**config.mk**
```make
export PLATFORM = sky130hd
export DESIGN_NAME = fetch_common_cells
export DESIGN_NICKNAME = d
export VERILOG_FILES = /design/src/rtl/fetch_common_cells.sv
export SDC_FILE = /design/constraint.sdc
export NUM_CORES = 1
export LEC_CHECK = 0
export CAP_MARGIN = 20
export CELL_PAD_IN_SITES_DETAIL_PLACEMENT = 0
export CELL_PAD_IN_SITES_GLOBAL_PLACEMENT = 1
export CORE_MARGIN = 3
export CORE_UTILIZATION = 25
export CTS_CLUSTER_DIAMETER = 80
export DETAILED_ROUTE_END_ITERATION = 12
export MAX_ROUTING_LAYER = met4
export PLACE_DENSITY_LB_ADDON = 0.1
export SLEW_MARGIN = 20
export SYNTH_ARGS = -nofsm -noshare
export SYNTH_HDL_FRONTEND = slang
export SYNTH_SLANG_ARGS = --single-unit
```
**constraint.sdc**
```tcl
create_clock -name clk_i -period 5.7 [get_ports clk_i]
set_input_delay 0.57 -clock clk_i [delete_from_list [all_inputs] [get_ports clk_i]]
set_output_delay 0.57 -clock clk_i [all_outputs]
set_load 0.01 [all_outputs]
```
**src/rtl/fetch_common_cells.sv**
```systemverilog
// Common cells for the frontend instruction queue: a flushable FIFO with an
// optional fall-through mode, a leading/trailing-zero counter, and a sink for
// signals that are deliberately left unused.

// Sink for signals that are intentionally not consumed.
module unread (
  input logic d_i
);
endmodule

// Leading/trailing-zero counter. When in_i is zero, cnt_o is 0 and empty_o is 1.
module lzc #(
  parameter int unsigned WIDTH = 2,
  parameter bit          MODE  = 1'b0,
  localparam int unsigned CNT_W = (WIDTH > 1) ? $clog2(WIDTH) : 1
) (
  input  logic [WIDTH-1:0] in_i,
  output logic [CNT_W-1:0] cnt_o,
  output logic             empty_o
);

  // Scan so that the bit nearest the counted end is assigned last and wins.
  always_comb begin
    // NOTE: every always_comb output gets a default first so no path leaves it unassigned (no latch).
    cnt_o   = '0;
    empty_o = ~|in_i;
    if (MODE == 1'b0) begin
      for (int i = WIDTH - 1; i >= 0; i--) begin
        if (in_i[i]) cnt_o = CNT_W'(i);
      end
    end else begin
      for (int i = 0; i < WIDTH; i++) begin
        if (in_i[i]) cnt_o = CNT_W'(WIDTH - 1 - i);
      end
    end
  end

endmodule

// Circular-buffer FIFO with synchronous flush and optional fall-through.
module fifo_v3 #(
  parameter bit          FALL_THROUGH = 1'b0,
  parameter int unsigned DATA_WIDTH   = 32,
  parameter int unsigned DEPTH        = 8,
  parameter type         dtype        = logic [DATA_WIDTH-1:0],
  localparam int unsigned ADDR_DEPTH  = (DEPTH > 1) ? $clog2(DEPTH) : 1
) (
  input  logic                  clk_i,
  input  logic                  rst_i,
  input  logic                  flush_i,
  input  logic                  testmode_i,
  output logic                  full_o,
  output logic                  empty_o,
  output logic [ADDR_DEPTH-1:0] usage_o,
  input  dtype                  data_i,
  input  logic                  push_i,
  output dtype                  data_o,
  input  logic                  pop_i
);

  localparam logic [ADDR_DEPTH:0]   DEPTH_CNT = (ADDR_DEPTH + 1)'(DEPTH);
  localparam logic [ADDR_DEPTH-1:0] LAST_PTR  = ADDR_DEPTH'(DEPTH - 1);

  logic [ADDR_DEPTH-1:0] read_ptr_q, read_ptr_d;
  logic [ADDR_DEPTH-1:0] write_ptr_q, write_ptr_d;
  logic [ADDR_DEPTH:0]   status_cnt_q, status_cnt_d;
  logic                  mem_we;
  logic                  stored_empty;
  logic                  bypass;
  logic                  push_ok;
  logic                  pop_ok;
  dtype                  mem_q [DEPTH];

  unread i_unread_testmode (.d_i(testmode_i));

  assign stored_empty = (status_cnt_q == '0);
  // An empty fall-through FIFO presents the incoming word directly.
  assign bypass       = FALL_THROUGH && stored_empty && push_i;

  // Status and head-of-queue outputs.
  always_comb begin
    full_o  = (status_cnt_q == DEPTH_CNT);
    empty_o = stored_empty && !bypass;
    usage_o = status_cnt_q[ADDR_DEPTH-1:0];
    data_o  = bypass ? data_i : mem_q[read_ptr_q];
  end

  // Pointer and count update; flush overrides any push or pop.
  always_comb begin
    read_ptr_d   = read_ptr_q;
    write_ptr_d  = write_ptr_q;
    status_cnt_d = status_cnt_q;
    mem_we       = 1'b0;
    push_ok      = push_i && !full_o;
    pop_ok       = pop_i && !empty_o;
    if (flush_i) begin
      read_ptr_d   = '0;
      write_ptr_d  = '0;
      status_cnt_d = '0;
    end else if (!(bypass && pop_ok)) begin
      if (push_ok) begin
        mem_we       = 1'b1;
        write_ptr_d  = (write_ptr_q == LAST_PTR) ? '0 : write_ptr_q + 1'b1;
        status_cnt_d = status_cnt_d + 1'b1;
      end
      if (pop_ok) begin
        read_ptr_d   = (read_ptr_q == LAST_PTR) ? '0 : read_ptr_q + 1'b1;
        status_cnt_d = status_cnt_d - 1'b1;
      end
    end
  end

  // State and storage registers.
  always_ff @(posedge clk_i or posedge rst_i) begin
    if (rst_i) begin
      read_ptr_q   <= '0;
      write_ptr_q  <= '0;
      status_cnt_q <= '0;
      // NOTE: storage is reset on purpose so data_o reads 0 out of reset.
      for (int i = 0; i < DEPTH; i++) mem_q[i] <= '0;
    end else begin
      // NOTE: non-blocking assignments so every register samples pre-edge values.
      read_ptr_q   <= read_ptr_d;
      write_ptr_q  <= write_ptr_d;
      status_cnt_q <= status_cnt_d;
      if (mem_we) mem_q[write_ptr_q] <= data_i;
    end
  end

endmodule

// Wrapper exposing one FIFO and a trailing/leading-zero counter pair.
module fetch_common_cells #(
  parameter bit          FALL_THROUGH = 1'b0,
  parameter int unsigned DATA_WIDTH   = 8,
  parameter int unsigned DEPTH        = 4,
  parameter int unsigned LZC_WIDTH    = 4,
  localparam int unsigned ADDR_DEPTH  = (DEPTH > 1) ? $clog2(DEPTH) : 1,
  localparam int unsigned LZC_CNT_W   = (LZC_WIDTH > 1) ? $clog2(LZC_WIDTH) : 1
) (
  input  logic                  clk_i,
  input  logic                  rst_i,
  input  logic                  flush_i,
  input  logic                  testmode_i,
  output logic                  full_o,
  output logic                  empty_o,
  output logic [ADDR_DEPTH-1:0] usage_o,
  input  logic [DATA_WIDTH-1:0] data_i,
  input  logic                  push_i,
  output logic [DATA_WIDTH-1:0] data_o,
  input  logic                  pop_i,
  input  logic [LZC_WIDTH-1:0]  lzc_in_i,
  output logic [LZC_CNT_W-1:0]  tz_cnt_o,
  output logic                  tz_empty_o,
  output logic [LZC_CNT_W-1:0]  lz_cnt_o,
  output logic                  lz_empty_o
);

  fifo_v3 #(
    .FALL_THROUGH (FALL_THROUGH),
    .DATA_WIDTH   (DATA_WIDTH),
    .DEPTH        (DEPTH)
  ) i_fifo (
    .clk_i      (clk_i),
    .rst_i      (rst_i),
    .flush_i    (flush_i),
    .testmode_i (testmode_i),
    .full_o     (full_o),
    .empty_o    (empty_o),
    .usage_o    (usage_o),
    .data_i     (data_i),
    .push_i     (push_i),
    .data_o     (data_o),
    .pop_i      (pop_i)
  );

  lzc #(.WIDTH(LZC_WIDTH), .MODE(1'b0)) i_tzc (
    .in_i    (lzc_in_i),
    .cnt_o   (tz_cnt_o),
    .empty_o (tz_empty_o)
  );

  lzc #(.WIDTH(LZC_WIDTH), .MODE(1'b1)) i_lzc (
    .in_i    (lzc_in_i),
    .cnt_o   (lz_cnt_o),
    .empty_o (lz_empty_o)
  );

endmodule

```
# Yosys cells after proc, flatten, opt, wreduce, memory -nomap -nowiden

Index checks and enable logic that the tools add are counted.

Register bits: 39
Input bits: 18
Output and inout bits: 18
Word-level logic and storage cells: 55

Add/subtract/negate cells: 4
Order comparisons: 3
Equal/unequal tests: 3
Muxes and demuxes: 26
Bitwise gates (word level): 2
Reduce and logical (&&, ||, !) cells: 10

Operators by type and width:

| kind                                                        | number |
|---|---|
| bitwise mux 32 bit                                          | 1 |
| 2-to-1 mux 2 bit                                            | 14 |
| 2-to-1 mux 8 bit                                            | 3 |
| binary-select mux 8 bit (select 2 bit)                      | 1 |
| demux 8 bit (select 2 bit)                                  | 1 |
| 2-to-1 mux 3 bit                                            | 4 |
| greater-or-equal comparator 3 bit (second input constant)   | 2 |
| NOT 2 -> 3 bit                                              | 2 |
| adder 2 x 1 -> 2 bit (second input constant)                | 2 |
| equality test 2 bit (second input constant)                 | 2 |
| nonzero test 2 bit                                          | 2 |
| OR reduction 4 bit                                          | 1 |
| adder 3 x 1 -> 3 bit (second input constant)                | 1 |
| equality test 3 bit (second input constant)                 | 1 |
| logical AND 1 bit                                           | 3 |
| logical NOT 1 bit                                           | 3 |
| logical NOT 3 bit                                           | 1 |
| less-than comparator 3 x 1 -> 1 bit (second input constant) | 1 |
| subtractor 3 x 1 -> 3 bit (second input constant)           | 1 |
| 2-to-1 mux 1 bit                                            | 2 |

# Longest topological paths before layout

Gate-level depths: netlist (run 1).

Depth in word-level cells: 8
Gate-level depth with buffers: 9

# Hierarchy

A second synthesis (run 1) with hierarchy kept.

Cells, all modules: 150
Area, all modules: 2099.5 um2

Modules (own cells, without submodules):

| module      | instances | cells an instance | area an instance (um2) | seq. area each (um2) |
|---|---|---|---|---|
| fifo_v3     | 1         | 138               | 2023.2                 | 975.9 |
| lzc (i_lzc) | 1         | 6                 | 40.0                   | 0.0 |
| lzc (i_tzc) | 1         | 6                 | 36.3                   | 0.0 |

# Worst setup path before layout (run 1)

OpenSTA, ideal clock, no wires.

Kind: register to register
Start point: register i_fifo.status_cnt_q[0]
End point: register i_fifo.status_cnt_q[2]
Library setup time: 99 ps
Data arrival time: 1959 ps
Data required time: 5601 ps
Path slack: 3641 ps
Cell stages (with the launch flop): 10
Clock period less this slack: 2059 ps
Cell sequence: dfrtp_1 inv_1 ha_1 a21boi_1 buf_6 mux2i_1 ha_1 and3b_1 a221oi_1 a311oi_1

Word-level cells in the longest chain between the ends: 8

Ends and longest elaborated chain:

| item                                                         | RTL line | source |
|---|---|---|
| from (decl)                                                  | 66       | `logic [ADDR_DEPTH:0] status_cnt_q, status_cnt_d;` |
| from (signal assigned)                                       | 125      | `status_cnt_q <= status_cnt_d;` |
| branches (longest 6 deep; another with adder 3 x 1 -> 3 bit) | n/a      |  |
| 2-to-1 mux 3 bit (*)                                         | 106      | `if (pop_ok) begin` |
| 2-to-1 mux 3 bit (*)                                         | 96       | `if (flush_i) begin` |
| via i_fifo.status_cnt_d[2]                                   | 66       |  |

Mark *: on every way through the listed nets, which the timed path passes. The select of a mux whose other input is x is not followed.
A chain may end at the register's enable or synchronous reset.

# Worst setup path in the final report (run 1)

Start point: register i_fifo.read_ptr_q[0]
End point: output data_o[3]

Word-level cells in the longest chain between the ends: 4

Ends and longest elaborated chain:

| item                                                | RTL line | source |
|---|---|---|
| from (decl)                                         | 64       | `logic [ADDR_DEPTH-1:0] read_ptr_q, read_ptr_d;` |
| from (signal assigned)                              | 123      | `read_ptr_q <= read_ptr_d;` |
| NOT 2 -> 3 bit (implied by the code)                | 85       | `data_o = bypass ? data_i : mem_q[read_ptr_q];` |
| binary-select mux 8 bit (select 2 bit)              | 85       |  |
| 2-to-1 mux 8 bit (implied by the code) (2 in a row) | 85       |  |
| to (decl)                                           | 150      | `output logic [DATA_WIDTH-1:0] data_o,` |

Every way passes these cells. The select of a mux whose other input is x is not followed.

==> results of run 1 <==
==> worst min path at each step <==
stage / end / startpoint
final: i_fifo.mem_q[20]$_DFFE_PP0P_ / i_fifo.mem_q[20]$_DFFE_PP0P_
after floorplan: i_fifo.mem_q[11]$_DFFE_PP0P_ / i_fifo.mem_q[11]$_DFFE_PP0P_
after global placement: i_fifo.mem_q[11]$_DFFE_PP0P_ / i_fifo.mem_q[11]$_DFFE_PP0P_
after global routing: i_fifo.mem_q[9]$_DFFE_PP0P_ / i_fifo.mem_q[9]$_DFFE_PP0P_
after CTS: i_fifo.mem_q[15]$_DFFE_PP0P_ / i_fifo.mem_q[15]$_DFFE_PP0P_
after detailed placement: i_fifo.mem_q[11]$_DFFE_PP0P_ / i_fifo.mem_q[11]$_DFFE_PP0P_
==> per-layer routing <==
metal	up-vias	global-route usage, %
met5	-	-
met3	7	2.81
met2	25	19.3
met4	0	3.20
li1	590	-
met1	680	11.9
==> critical path, stage by stage, from the launching register on <==
cell	delay, ns
dfrtp_1	0.75
mux4_2	0.60
clkdlybuf4s50_1	0.50
==> Yosys cell counts (2+ instances only) <==
master    instances
nand3b_4          4
nor2_1            5
nand3_1           2
nor3_1            2
buf_4             4
a221oi_1          2
inv_1             9
a21oi_1           7
mux2_1            8
mux2_2           25
buf_2             2
dfrtp_1          39
mux4_2            8
ha_1              7
mux2i_1           3
==> logic make-up (layout without fill, tap and decap cells) <==
group | after synthesis | count (layout) | share of synthesized area [%]
AOI/OAI and AO/OA | 16 | 16 | 5.19
xor gates and xnor gates | 1 | 1 | 0.803
adders and majority gates | 7 | 7 | 4.32
buffers and inverters | 18 | 54 | 4.57
DFF | 39 | 39 | 48.2
muxes | 44 | 44 | 28.7
and+or+nand+nor | 20 | 20 | 8.22
==> area by class of cell <==
class,instances,area [um^2]
sequential,39,976
inverter,10,37.5
timing repair buffer,36,355
fill,767,5240
clock inverter,3,43.8
tap,102,128
multi-input combinational,88,957
clock buffer,5,68.8
==> report_power, final <==
part | switching, W | total (W) | internal [W]
Sequential | 0.0000799 | 0.000468 | 0.000388
Clock | 0.0000997 | 0.000230 | 0.000130
Combinational | 0.000170 | 0.000450 | 0.000280
==> stage by stage <==
stage	power [W]	util, %	area [um^2]
6_report	0.00115	32.9	2570
5_1_grt	0.00122	32.9	2570
4_1_cts	0.00117	32.9	2570
3_5_place_dp	0.000932	31.4	2450
3_3_place_gp	0.000904	31.4	2450
2_1_floorplan	0.000750	-	2030
==> registers in the layout, indices dropped and copies added, names as in the netlist <==
signal and count:
i_fifo.status_cnt_q 3, i_fifo.read_ptr_q 2, i_fifo.mem_q 32, i_fifo.write_ptr_q 2
==> flow_summary.yaml, run 1 <==
detailed_routing:
  ant_nets: 0
  vias: 1302
  viasPerCell: 4.60
  dr.max_layer_used: "met4"
  met3_length_um: 162
  wl_per_cell_um: 15.8
  wl_met2_um: 2290
  wl_met1_um: 1960
  drt_drc_violations_left: 0
  drt_wl_total_um: 4470
  first_pass_iters: 4
  first_iter_violations: 13
clock_tree:
  clkSinkCount: 39
  cts_tree: "built"
  htree_levels: 2
  cts_root_buffer: "clkbuf_8"
  cts_setup_buffers: 0
  clk_latency_ns: 0.28
  cts_hold_buf: 0
  cts_buffers: 5
  clk_path_buf_depth: 2
  cts-resized-gates: 0
  clk_pin_slew_ns: 0.08
place:
  port_buffers: 34
  place_ws_ns: 2.99
  dp_cells: 275
  gp_congestion: 0.694
  dp.final_hpwl_um: 3150
floorplan:
  rows: 32
  core_region_area_um2: 7810
  dieHeight_um: 96.0
  dieArea_um2: 9220
  ios: 36
  start_util_pct: 25.9
  die_x_um: 96.0
sta:
  fin_setup_tns_ns: 0
  slew_headroom_pct: 58.2
  period_minus_slack_ns: 2.70
  finalHoldViolCount: 0
  setup_ws_ns: 3.00
  rsz0062_at_grt: "no"
  skew_ns: 0.00313
  fmaxAchievable_mhz: 370
  worstMarginPinSlew_ns: 0.628
  slew_violations: 0
  whs_ns: 0.492
  fin_crit_sh_pct: 47.4
  setup_viol: 0
grt:
  grt_pass1_vias: 1488
  grt_overflow: 0
  grt_max_degree: 40
  grt_pass1_wl_um: 7210
  grt_antenna_before_repair: 0
  track_usage_pct: 10.9
critical_path:
  critPathKind: "flop to output port"
  r2r_cells: 9
  reg2reg_slack_ns: 3.36
  r2r-end: "i_fifo.status_cnt_q[2]$_DFF_PP0_"
  crit_path_start_kind: "flop"
  setup.worst_path.start: "i_fifo.read_ptr_q[0]$_DFFE_PP0P_"
  arrival_ns: 2.13
  cp.required_ns: 5.13
  cp-endpoint: "data_o[3]"
  crit_path_end_kind: "output port"
  r2r-start: "i_fifo.status_cnt_q[0]$_DFF_PP0_"
  cp_max_fo: 10
min_path:
  hp-class: "flop to flop"
  whs_path_depth: 1
synthesis:
  synth-main-ff-cell: "dfrtp_1"
  async_reset_ff_share_pct: 100
  syn_inst: 145
  syn_nets: 170
  ys_seq_area_share_pct: 48.2
  synth_area_leaders: "dfrtp_1, mux2_2, mux4_2, mux2_1, ha_1"
  avgSynthCellArea_um2: 14.0
  synth_area_um2: 2030
  synth_top_area_cell: "dfrtp_1"
  yosysUniqueCellTypes: 33
  synth-edff-count: 0
  synth_seq_cells: 39
  ys_warn_count: 0
  synth_top_area_share_pct: 48.2
cells_and_area:
  area_growth_pct: 26.7
  layout_commonest_cell: "dfrtp_1"
  drive_gt1_share_pct: 28.2
  nets: 205
  n_antenna_cell: 0
  final_cell_mix: "dfrtp_1, clkdlybuf4s50_1, mux2_2, inv_1"
  final_cells: 283
pwr:
  leakagePower_nw: 1.14
  power_density_nw_per_um2: 447
  ir_drop_mv: 0.108
run:
  maxCapViolCount: 0
outcome:
  status: "complete, no violations"
Note: power is estimated with default switching activity, not from simulation.
==> run 2, diff against run 1 <==
==> constraint.sdc (replaced) <==
create_clock -name clk_i -period 2.39 [get_ports clk_i]
set_input_delay 0.239 -clock clk_i [delete_from_list [all_inputs] [get_ports clk_i]]
set_output_delay 0.239 -clock clk_i [all_outputs]
set_load 0.01 [all_outputs]
==> flow_summary.yaml, run 2 (synthesis gave the netlist of run 1 again) <==
outcome:
  status: "complete, no violations"
cells_and_area:
  n_antenna_cell: 0
  layout_commonest_cell: "dfrtp_1"
  drive_gt1_share_pct: 29.7
  final_cell_mix: "dfrtp_1, clkdlybuf4s50_1, mux2_2, inv_1"
  largest_reg_flops: 32
  largest-register: "i_fifo.mem_q"
  nets: 209
  top_regs: "i_fifo.mem_q: 32 flops, i_fifo.status_cnt_q: 3 flops"
  fill_cells: 796
  area_growth_pct: 28.2
floorplan:
  start_util_pct: 25.9
  ios: 36
  core_region_area_um2: 7810
  rows: 32
  die_x_um: 96.0
  dieArea_um2: 9220
  dieHeight_um: 96.0
place:
  dp.final_hpwl_um: 3220
  port_buffers: 34
  gp_congestion: 0.710
sta:
  finalHoldViolCount: 0
  fin_setup_tns_ns: 0
  slew_headroom_pct: 65.6
  setup_viol: 0
  slew_violations: 0
  skew_ns: 0.00324
  worstMarginPinSlew_ns: 0.516
  period_minus_slack_ns: 2.26
  fin_crit_sh_pct: 94.4
  fmaxAchievable_mhz: 443
  rsz0062_at_grt: "no"
grt:
  grt_overflow: 0
  grt_max_degree: 40
  track_usage_pct: 11.4
  grt_pass1_vias: 1463
  grt_antenna_before_repair: 0
  grt_pass1_wl_um: 7510
critical_path:
  cp_num_buf_inv: 3
  cp.required_ns: 2.15
  crit_family: "buffers and inverters"
  crit_path_top_delay_cell: "clkdlybuf4s50_1"
  cp_max_fo: 5
  cpPeakStageDelay_ns: 0.54
  crit_path_start_kind: "flop"
  crit_path_end_kind: "output port"
  cp_cell_sequence: "inv_1 > ha_1 > or2b_2 > inv_2 > clkdlybuf4s50_1"
  arrival_ns: 2.02
  critPathKind: "flop to output port"
run:
  maxCapViolCount: 0
clock_tree:
  clk_pin_slew_ns: 0.08
  clk_latency_ns: 0.29
  htree_levels: 2
  clkSinkCount: 39
  cts-resized-gates: 0
  clk_path_buf_depth: 2
  cts_root_buffer: "clkbuf_8"
  cts_buffers: 5
  cts_tree: "built"
  cts_hold_buf: 0
  cts_setup_buffers: 0
detailed_routing:
  ant_nets: 0
  vias: 1288
  drt_drc_violations_left: 0
  first_pass_iters: 4
  first_iter_violations: 34
  wl_per_cell_um: 15.5
  drt_wl_total_um: 4460
  viasPerCell: 4.49
min_path:
  hp-class: "input pin to async pin"
pwr:
  leakagePower_nw: 1.16
  p_total_w: 0.00275
  ir_drop_mv: 0.234
  power_density_nw_per_um2: 1060
## run 2: report_power, final
part | leakage (nW) | switching (W) | internal (W) | total (W)
Sequential | 0.494 | 0.000149 | 0.000927 | 0.00108
Clock | 0.0581 | 0.000236 | 0.000311 | 0.000546
Combinational | 0.606 | 0.000445 | 0.000684 | 0.00113
Total | 1.16 | 0.000830 | 0.00192 | 0.00275
## run 2: final cells by class
cell class	count	area (um^2)	area share, %
clock inverter	3	43.8	1.69
inverter	10	37.5	1.45
sequential	39	976	37.6
timing repair buffer	40	385	14.8
multi-input combinational	88	957	36.9
clock buffer	5	68.8	2.65
tap	102	128	4.92
## run 2: path summary, 6_finish.rpt
kind                       depth (start not counted)  slack (ns)                          endpoint                             start
setup / recovery                                   5        0.13                           empty_o  i_fifo.status_cnt_q[0]$_DFF_PP0_
hold / removal                                     3        0.37  i_fifo.status_cnt_q[2]$_DFF_PP0_                             rst_i
setup reg to reg                                   9        0.20  i_fifo.status_cnt_q[2]$_DFF_PP0_  i_fifo.status_cnt_q[0]$_DFF_PP0_
hold reg to reg                                    1        0.49       i_fifo.mem_q[9]$_DFFE_PP0P_       i_fifo.mem_q[9]$_DFFE_PP0P_
max in group asynchronous                          3        1.66  i_fifo.read_ptr_q[1]$_DFFE_PP0P_                             rst_i
min in group clk_i                                 1        0.49       i_fifo.mem_q[9]$_DFFE_PP0P_       i_fifo.mem_q[9]$_DFFE_PP0P_
## run 2: per-stage QoR
step / worst slack (ns) / util [%] / instances / area [um^2] / hold slack (ns)
after global placement: 0.194 / 31.8 / 279 / 2480 / 0.468
after global routing: 0.0126 / 33.3 / 287 / 2600 / 0.427
after detailed placement: 0.105 / 31.8 / 279 / 2480 / 0.481
after CTS: 0.107 / 33.3 / 287 / 2600 / 0.386
after floorplan: 0.331 / - / 145 / 2030 / 0.359
final: 0.133 / 33.3 / 287 / 2600 / 0.369
## run 2: worst reg2reg max path: stages (launching register included)
cell and delay (ns):
dfrtp_1 0.43, inv_1 0.07, ha_1 0.24, a21boi_1 0.21, buf_4 0.17, xnor2_2 0.07, ha_1 0.23, and3b_1 0.21
a221oi_1 0.30, a311oi_1 0.13
## run 2: metal layers
| layer | share of wire (%) | wire length [um] | track usage, % |
|---|---|---|---|
| met1 | 44 | 1950 | 13.3 |
| met2 | 52 | 2300 | 19.3 |
| met3 | 3.1 | 139 | 2.66 |
| met4 | 1.3 | 58 | 3.55 |
| met5 | 0 | 0 | - |
